[config.mk]
export PLATFORM = sky130hd
export DESIGN_NAME = gyro_axis_conditioner
export DESIGN_NICKNAME = d
export VERILOG_FILES = /design/src/rtl/gyro_axis_conditioner.sv
export SDC_FILE = /design/constraint.sdc
export NUM_CORES = 1
export LEC_CHECK = 0
export CAP_MARGIN = 20
export CELL_PAD_IN_SITES_DETAIL_PLACEMENT = 1
export CELL_PAD_IN_SITES_GLOBAL_PLACEMENT = 2
export CORE_MARGIN = 5
export CORE_UTILIZATION = 36
export CTS_BUF_LIST = sky130_fd_sc_hd__clkbuf_8
export DETAILED_ROUTE_END_ITERATION = 12
export PLACE_DENSITY_LB_ADDON = 0.2
export SLEW_MARGIN = 15
export SYNTH_ARGS = -nofsm -noshare
export SYNTH_HDL_FRONTEND = slang
export SYNTH_SLANG_ARGS = --single-unit
export TNS_END_PERCENT = 50
[constraint.sdc]
create_clock -name clk -period 11 [get_ports clk]
set_clock_uncertainty 0.15 [all_clocks]
set_input_delay 1.65 -clock clk [delete_from_list [all_inputs] [get_ports clk]]
set_output_delay 1.65 -clock clk [all_outputs]
set_load 0.1 [all_outputs]
[src/rtl/gyro_axis_conditioner.sv]
// Gyro axis conditioner: calibrates a per-axis zero-rate bias, removes it, deadbands the rate and
// integrates it into per-axis angles. Define GYRO_ANGLE_WRAP_EN for wrap-around angles instead of saturation.
module gyro_axis_conditioner #(
  parameter int CAL_LOG2 = 6,
  parameter int DEADBAND = 4,
  parameter int ANGLE_W  = 32
) (
  input  logic                      clk,
  input  logic                      rst,
  input  logic                      sample_valid,
  input  logic signed [15:0]        x_in,
  input  logic signed [15:0]        y_in,
  input  logic signed [15:0]        z_in,
  input  logic                      recal,
  input  logic                      angle_clr,
  output logic                      cal_done,
  output logic                      out_valid,
  output logic signed [15:0]        x_rate,
  output logic signed [15:0]        y_rate,
  output logic signed [15:0]        z_rate,
  output logic signed [ANGLE_W-1:0] x_angle,
  output logic signed [ANGLE_W-1:0] y_angle,
  output logic signed [ANGLE_W-1:0] z_angle
);

  localparam int SW = 16 + CAL_LOG2;
  localparam logic [CAL_LOG2-1:0]      CNT_LAST  = '1;
  localparam logic signed [16:0]       DB_POS    = 17'(DEADBAND);
  localparam logic signed [16:0]       DB_NEG    = -DB_POS;
  localparam logic signed [ANGLE_W-1:0] ANGLE_MAX = {1'b0, {(ANGLE_W-1){1'b1}}};
  localparam logic signed [ANGLE_W-1:0] ANGLE_MIN = {1'b1, {(ANGLE_W-1){1'b0}}};

  typedef enum logic {ST_CAL, ST_RUN} state_e;

  state_e                     state_q, state_d;
  logic [CAL_LOG2-1:0]        cnt_q, cnt_d;
  logic signed [SW-1:0]       sum_q [3];
  logic signed [SW-1:0]       sum_d [3];
  logic signed [SW-1:0]       cal_sum [3];
  logic signed [15:0]         bias_q [3];
  logic signed [15:0]         bias_d [3];
  logic signed [15:0]         rate_q [3];
  logic signed [15:0]         rate_d [3];
  logic signed [ANGLE_W-1:0]  angle_q [3];
  logic signed [ANGLE_W-1:0]  angle_d [3];
  logic signed [ANGLE_W-1:0]  angle_acc [3];
  logic signed [15:0]         smp [3];
  logic                       out_valid_q, out_valid_d;

  assign smp[0] = x_in;
  assign smp[1] = y_in;
  assign smp[2] = z_in;

  // Bias-removed rate, clamped to 16 bits, then zeroed inside the deadband.
  function automatic logic signed [15:0] condition(input logic signed [15:0] s,
                                                   input logic signed [15:0] b);
    logic signed [16:0] diff;
    logic signed [15:0] sat;
    diff = {s[15], s} - {b[15], b};
    if (diff[16] != diff[15]) begin
      sat = diff[16] ? 16'sh8000 : 16'sh7fff;
    end else begin
      sat = diff[15:0];
    end
    if (($signed({sat[15], sat}) <= DB_POS) && ($signed({sat[15], sat}) >= DB_NEG)) begin
      return 16'sd0;
    end else begin
      return sat;
    end
  endfunction

  function automatic logic signed [ANGLE_W-1:0] accumulate(input logic signed [ANGLE_W-1:0] a,
                                                            input logic signed [15:0] r);
`ifdef GYRO_ANGLE_WRAP_EN
    return a + {{(ANGLE_W-16){r[15]}}, r};
`else
    logic signed [ANGLE_W:0] s;
    s = {a[ANGLE_W-1], a} + {{(ANGLE_W-15){r[15]}}, r};
    if (s[ANGLE_W] != s[ANGLE_W-1]) begin
      return s[ANGLE_W] ? ANGLE_MIN : ANGLE_MAX;
    end else begin
      return s[ANGLE_W-1:0];
    end
`endif
  endfunction

  // Next-state: recal beats a coincident sample; angle_clr overrides any accumulation.
  always_comb begin
    state_d     = state_q;
    cnt_d       = cnt_q;
    sum_d       = sum_q;
    bias_d      = bias_q;
    rate_d      = rate_q;
    angle_acc   = angle_q;
    out_valid_d = 1'b0;
    for (int i = 0; i < 3; i++) begin
      cal_sum[i] = sum_q[i] + {{CAL_LOG2{smp[i][15]}}, smp[i]};
    end
    if (recal) begin
      state_d = ST_CAL;
      cnt_d   = '0;
      for (int i = 0; i < 3; i++) sum_d[i] = '0;
    end else if (sample_valid) begin
      case (state_q)
        ST_CAL: begin
          if (cnt_q == CNT_LAST) begin
            state_d = ST_RUN;
            cnt_d   = '0;
            for (int i = 0; i < 3; i++) begin
              bias_d[i] = cal_sum[i][CAL_LOG2 +: 16];
              sum_d[i]  = '0;
            end
          end else begin
            cnt_d = cnt_q + CAL_LOG2'(1);
            for (int i = 0; i < 3; i++) sum_d[i] = cal_sum[i];
          end
        end
        ST_RUN: begin
          out_valid_d = 1'b1;
          for (int i = 0; i < 3; i++) begin
            rate_d[i]    = condition(smp[i], bias_q[i]);
            angle_acc[i] = accumulate(angle_q[i], rate_d[i]);
          end
        end
        default: state_d = ST_CAL;
      endcase
    end else begin
      out_valid_d = 1'b0;
    end
    for (int i = 0; i < 3; i++) begin
      angle_d[i] = angle_clr ? '0 : angle_acc[i];
    end
  end

  // State and datapath registers with synchronous active-low reset.
  always_ff @(posedge clk) begin
    if (!rst) begin
      state_q     <= ST_CAL;
      cnt_q       <= '0;
      out_valid_q <= 1'b0;
      for (int i = 0; i < 3; i++) begin
        sum_q[i]   <= '0;
        bias_q[i]  <= '0;
        rate_q[i]  <= '0;
        angle_q[i] <= '0;
      end
    end else begin
      state_q     <= state_d;
      cnt_q       <= cnt_d;
      out_valid_q <= out_valid_d;
      sum_q       <= sum_d;
      bias_q      <= bias_d;
      rate_q      <= rate_d;
      angle_q     <= angle_d;
    end
  end

  assign cal_done  = (state_q == ST_RUN);
  assign out_valid = out_valid_q;
  assign x_rate    = rate_q[0];
  assign y_rate    = rate_q[1];
  assign z_rate    = rate_q[2];
  assign x_angle   = angle_q[0];
  assign y_angle   = angle_q[1];
  assign z_angle   = angle_q[2];

endmodule

=== Word level (Yosys, flattened, before mapping) ===
Index checks and enable logic that the tools add are counted.

* Bitwise logic cells: 4
* Add/sub/neg operators: 10
* Equal/unequal tests: 7
* Shift-type cells: 0
* Reduce and logical (&&, ||, !) cells: 9
* Muxes and demuxes: 38
* Magnitude comparators: 6
* Div/mod/pow operators: 0
* Multiply operators: 0

{| class="wikitable"
|+ Operators with widths
! kind !! number
|-
| $mux W16 || 27
|-
| $mux W32 || 6
|-
| $add A32 B16 Y33 || 3
|-
| $add A22 B22 Y22 || 3
|-
| $mux W66 || 1
|-
| $sub A16 B16 Y17 || 3
|-
| $ge A16 B3 Y1 const B || 3
|-
| $le A16 B4 Y1 const B || 3
|-
| $add A6 B1 Y6 const B || 1
|-
| $eq A6 B6 Y1 const B || 1
|-
| $mux W6 || 1
|-
| $ne A1 B1 Y1 || 6
|-
| $not A1 Y1 || 4
|-
| $reduce_and A4 Y1 || 1
|-
| $reduce_or A2 Y1 || 2
|-
| $logic_and A1 B1 Y1 || 3
|-
| $mux W1 || 3
|-
| $reduce_and A3 Y1 || 1
|-
| $reduce_or A3 Y1 || 1
|-
| $reduce_and A2 Y1 || 1
|}

* Flip-flop bits (word level): 266
* Memories kept: 0
* Latch bits: 0
* Memory bits (writable): 0
* Output and inout port bits: 146
* ROM bits: 0
* Input bits: 53
* Logic and storage cells: 89

=== Logic depth before layout (Yosys ltp) ===
* Word-level depth: 15
* Depth in mapped cells: 36

=== Least setup slack after synthesis ===
Ideal clock, no wire load.

* Path kind: input -> register
* Start point: input port x_in[1]
* End point: register angle_q (netlist bit x_angle[6])
* Arrival time: 8.192 ns
* Library setup time: 0.132 ns
* Stages on the path: 30
* Path buffers: 3
* Setup slack: 2.526 ns
* Cell sequence: ha_1 > nor2b_1 > o21a_1 > o31a_1 > o21ai_0 > a21o_1 > a21boi_0 > o21a_1 > o21ai_0 > nand2b_1 > xor2_1 > ha_1 > clkbuf_1 > clkbuf_1 > nor3b_1 > a311oi_1 > nand3_1 > a31oi_1 > ha_1 > a21o_1 > a21oi_1 > o211ai_1 > a2111oi_0 > o21ai_1 > a31oi_1 > xnor2_1 > nand2_1 > buf_2 > a21oi_1 > a21oi_1

* Cells in the longest elaborated chain, start to end: 15

{| class="wikitable"
|+ Ends and longest elaborated chain
! what !! RTL line !! text
|-
| start, declared || 11 || <nowiki>input logic signed [15:0] x_in,</nowiki>
|-
| $sub A16 B16 Y17 (*) || 59 || <nowiki>diff = {s[15], s} - {b[15], b};</nowiki>
|-
| $mux W16 or $ne A1 B1 Y1 (tied branches) || 61, 60 ||
|-
| $mux W16 (*) || 60 || <nowiki>if (diff[16] != diff[15]) begin</nowiki>
|-
| $mux W16 (*) || 104 || <nowiki>case (state_q)</nowiki>
|-
| $mux W16 (*) || 103 || <nowiki>end else if (sample_valid) begin</nowiki>
|-
| $mux W16 (*) || 99 || <nowiki>if (recal) begin</nowiki>
|-
| $le A16 B4 Y1 or $ge A16 B3 Y1 (tied branches) || 65 || <nowiki>if (($signed({sat[15], sat}) <= DB_POS) && ($signed({sat[15], sat}) >= DB_NEG)) begin</nowiki>
|-
| $logic_and A1 B1 Y1 || 65 ||
|-
| $mux W16 (*) || 65 ||
|-
| $mux W16 (*) || 104 ||
|-
| $mux W16 (*) || 103 ||
|-
| $mux W16 (*) || 99 ||
|-
| $add A32 B16 Y33 (*) || 78 || <nowiki>s = {a[ANGLE_W-1], a} + {{(ANGLE_W-15){r[15]}}, r};</nowiki>
|-
| $mux W32 or $ne A1 B1 Y1 (tied branches) || 80, 79 ||
|-
| $mux W32 (*) || 79 || <nowiki>if (s[ANGLE_W] != s[ANGLE_W-1]) begin</nowiki>
|-
| end signal, assigned || 154 || <nowiki>angle_q <= angle_d;</nowiki>
|-
| end, declared || 44 || <nowiki>logic signed [ANGLE_W-1:0] angle_q [3];</nowiki>
|}

Mark *: on every way between the ends. The rest lies on a longest branch, timed or not. The select of a mux whose other input is x is not followed.
A chain may end at the register's enable or synchronous reset.

=== Final worst setup path ===
* Start point: input port x_in[1]
* End point: register angle_q (netlist bit x_angle[27])

The elaborated chain is that of the path after synthesis.

==> metrics.md <==
| Metric | Value |
|---|---|
| TritonCTS buffer count | 52 |
| Critical path peak fanout | 28 |
| TritonCTS clock tree | yes |
| Die W | 253 µm |
| Asr flop ratio synth | 0% |
| Largest net degree at the start of global routing | 72 |
| CP delay by family, top | compound AO/OA/AOI/OAI gates |
| Vias per cell | approximately 5.6 |
| Fill count | ~7200 |
| Deepest clock path buffer count | 3 |
| Synth Instances | 2764 |
| Yosys cell types | between 90 and 100 |
| CP arrival | 10120 ps |
| Setup TNS | 0 ps |
| FF/Latch Area | between 5000 and 6000 µm² |
| Crit. End Element | flop |
| CP max stage cell | clkdlybuf4s50_1 |
| Number of port buffers | 198 |
| Drt pass-1 iters | 5 |
| Compound-Gate Fraction of Synth Area | 31.2% |
| Syn nets | 3036 |
| Sw Ratio | 34.7% |
| Max incr delay on CP | 580 ps |
| GRT Residual Overflow | 0 |
| Tcrit/Tclk final | between 80% and 90% |
| Skew-Pair Late Insertion Delay | 660 ps |
| Worst path most repeated cell | ha_1 |
| Prevailing post-synth register cell | dfxtp_1 |
| Synth Area in XOR/XNOR | approximately 6.7% |
| Setup crit start kind | input pin |
| Initial Util | a little over a third |
| Hold WC Path Type | reg -> reg |
| P_int | 1770 µW |
| Synthesis-stage register bit count | approximately 270 |
| Num ports | just under 200 |
| Comb power frac | 26.0% |
| Worst slew pin tran | 1080 ps |
| Die ar. | approximately 64000 µm² |
| DRT antenna net count | 0 |
| Vias in the first global route | about 22000 |
| Main combinational cell family by area after synthesis | compound AO/OA/AOI/OAI gates |
| Share of post-route cells with drive strength above 1 | 6.20% |
| Drt drc | 0 |
| Post-layout nets | approximately 3200 |
| Simple logic cell fraction of the synthesized area | 17.5% |
| Cts hold-fix bufs | 0 |
| Final core occ | a little over two fifths |
| Worst path bufs/invs | 4 |
| Switching power total | 938 µW |
| Core area | slightly below 60000 µm² |
| Final setup vio count | 0 |
| Setup Fix Bufs, Post-CTS | 0 |
| Total power | 2700 µW |
| Slew Limit Headroom | 27.4% |
| Routed WL | 73.8 mm |
| Final HPWL DP | around 55 mm |
| Sequential share of power | 36.3% |
| Initial DRC Count | 869 |
| Area Growth Syn to Fin | 17.7% |
| Crit path kind | in -> reg |
| Gr usage total | 22.2% |
| Syn. warnings | 0 |
| Total of max-cap violations | 0 |
| Final hold vios | 0 |
| Initial antenna violation count | 4 |
| Clk slew on worst S/H paths | 60 ps |
| Hold_ws | 301 ps |
| Row cnt | around 90 |
| Cell Area, Synth | 21300 µm² |
| Die Height | 253 µm |
| Clk sinks | 266 |
| Synth Area in Adders | 14.5% |
| Routed wire per std cell | 19.8 µm |
| Clock Power Share | 37.7% |
| Post-synth EDFFs | 0 |
| RePlAce Congestion | 0.912 |
| Min Tclk post-route | 9760 ps |
| Area of the multi-input gates | 15000 µm² |
| Unrepaired setup endpoints after global routing | false |
| Root Buffer | clkbuf_8 |
| Syn Area/Cell | roughly 7.7 µm² |
| WP data required | roughly 11000 ps |
| Leak | slightly below 0.01 µW |
| Max rail drop VDD | 74.4 µV |
| Run status | completed |
| CTS H-tree lvls | 2 |
| Global-route wire length before repair | 117 mm |
| Via Count | 21046 |
| Power Density | 108 nW/µm² |
| Mux cell area share after synthesis | less than 1% |
| Post-cts repair resize count | 0 |
| Sequential element share of the synthesized area | between 20% and 30% |
| Slew Viols, Final | 0 |
| Peak Freq | roughly 100 MHz |
[registers in the layout, summed over array words and instances (netlist names)]
name and count:
z_angle 32, z_rate 16, bias_q 48, y_angle 32
out_valid 1, y_rate 16, sum_q 66, x_angle 32
cal_done 1, cnt_q 6, x_rate 16
[layer usage]
layer	share of wire [%]	GRT usage, %
met1	47	29.6
met2	48	38.2
met3	3.0	2.88
met4	2.1	5.21
met5	0	0
[power groups by stage]
stage	combinational [µW]	clock [µW]	sequential, µW
floorplan	499	0	1000
global placement	678	0	1000
detailed placement	696	0	1000
CTS	700	1060	980
global route	780	1100	981
finish	704	1020	981
[Yosys cell counts, types with 8 or more instances]
library cell,instances,share of area [%]
nand4_1,13,0.38
a211oi_1,37,1.3
a22o_1,17,0.70
and3_1,17,0.50
ha_1,210,12
o21bai_1,26,0.92
clkbuf_1,113,2.0
nor4_1,13,0.38
xnor2_1,107,4.4
inv_1,125,2.2
o2111ai_1,10,0.41
dfxtp_1,266,25
o211ai_1,38,1.3
buf_2,15,0.35
a31o_2,13,0.53
o21ai_0,208,4.9
or4_1,9,0.32
a21boi_0,17,0.60
o21a_1,48,1.7
a21o_1,74,2.6
o31ai_1,28,0.99
nor3b_1,9,0.32
and2_1,15,0.44
a211o_1,8,0.33
a21oi_1,317,7.5
o31a_1,8,0.33
nand3_1,59,1.4
a311oi_1,9,0.37
or3_1,25,0.73
o21ai_1,23,0.54
nand3b_1,8,0.28
maj3_1,28,1.3
fa_1,9,0.85
a2111oi_0,8,0.33
xor2_1,53,2.2
nand2_1,244,4.3
or2_2,14,0.41
a31oi_1,44,1.3
nor2b_1,34,1.0
nor3_1,47,1.1
a22oi_1,39,1.4
nand2b_1,31,0.91
nor2_1,213,3.8
[cells in the final DEF (no fill, tap or decap), types with 17 or more instances in the layout]
cell | netlist | final
clkdlybuf4s50_1 | 0 | 198
dfxtp_1 | 266 | 266
a21o_1 | 74 | 74
nor2_1 | 213 | 209
clkbuf_8 | 0 | 65
nor3_1 | 47 | 46
o31ai_1 | 28 | 28
o21ai_1 | 23 | 23
o211ai_1 | 38 | 38
a31oi_1 | 44 | 43
a22o_1 | 17 | 17
and3_1 | 17 | 17
a21boi_0 | 17 | 17
xnor2_1 | 107 | 106
a22oi_1 | 39 | 39
nand2_1 | 244 | 244
a211oi_1 | 37 | 36
maj3_1 | 28 | 28
nand2b_1 | 31 | 29
o21a_1 | 48 | 48
inv_1 | 125 | 141
nor2b_1 | 34 | 34
a21oi_1 | 317 | 317
nand3_1 | 59 | 59
buf_4 | 1 | 25
o21ai_0 | 208 | 208
or3_1 | 25 | 25
o21bai_1 | 26 | 26
xor2_1 | 53 | 53
ha_1 | 210 | 210
[area by class of cell]
cell class              count  share of cell area (%)
clock inverters            30                   0.545
inverters                 128                    1.92
flip-flops and latches    266                    21.3
repair buffers            226                    8.88
well taps                 773                    3.86
clock buffers              65                    3.57
diodes                      4                  0.0400
multi-input cells        2235                    59.9
[per-stage QoR]
stage | instance area, µm² | worst slack (ps) | std cells
after CTS | 25000 | 1360 | 3720
after detailed placement | 23900 | 660 | 3625
final | 25000 | 1240 | 3727
after floorplan | 21300 | 2530 | 2764
after global placement | 23900 | 916 | 3624
after global routing | 25000 | 509 | 3727
[final timing paths]
| check | start | endpoint | slack [ps] | cells past startpoint |
|---|---|---|---|---|
| hold / removal | z_rate[0] | z_rate[0] | 300 | 2 |
| setup reg to reg | bias_q[33] | x_angle[27] | 2370 | 34 |
| setup / recovery | x_in[1] | x_angle[27] | 1240 | 34 |
| hold reg to reg | z_rate[0] | z_rate[0] | 300 | 2 |
[logic make-up after synthesis]
group | count (synthesis)
fa+ha+maj | 247
flops | 266
mux | 8
xor+xnor | 161
simple gates | 779
compound gates | 1040
buf+inv | 263
[worst min-delay path, cell delays in order, from the launching register on]
cell	delay [ps]
dfxtp_1	310
nand2_1	50
o21ai_1	50
Power figures use the tool's default switching activity.
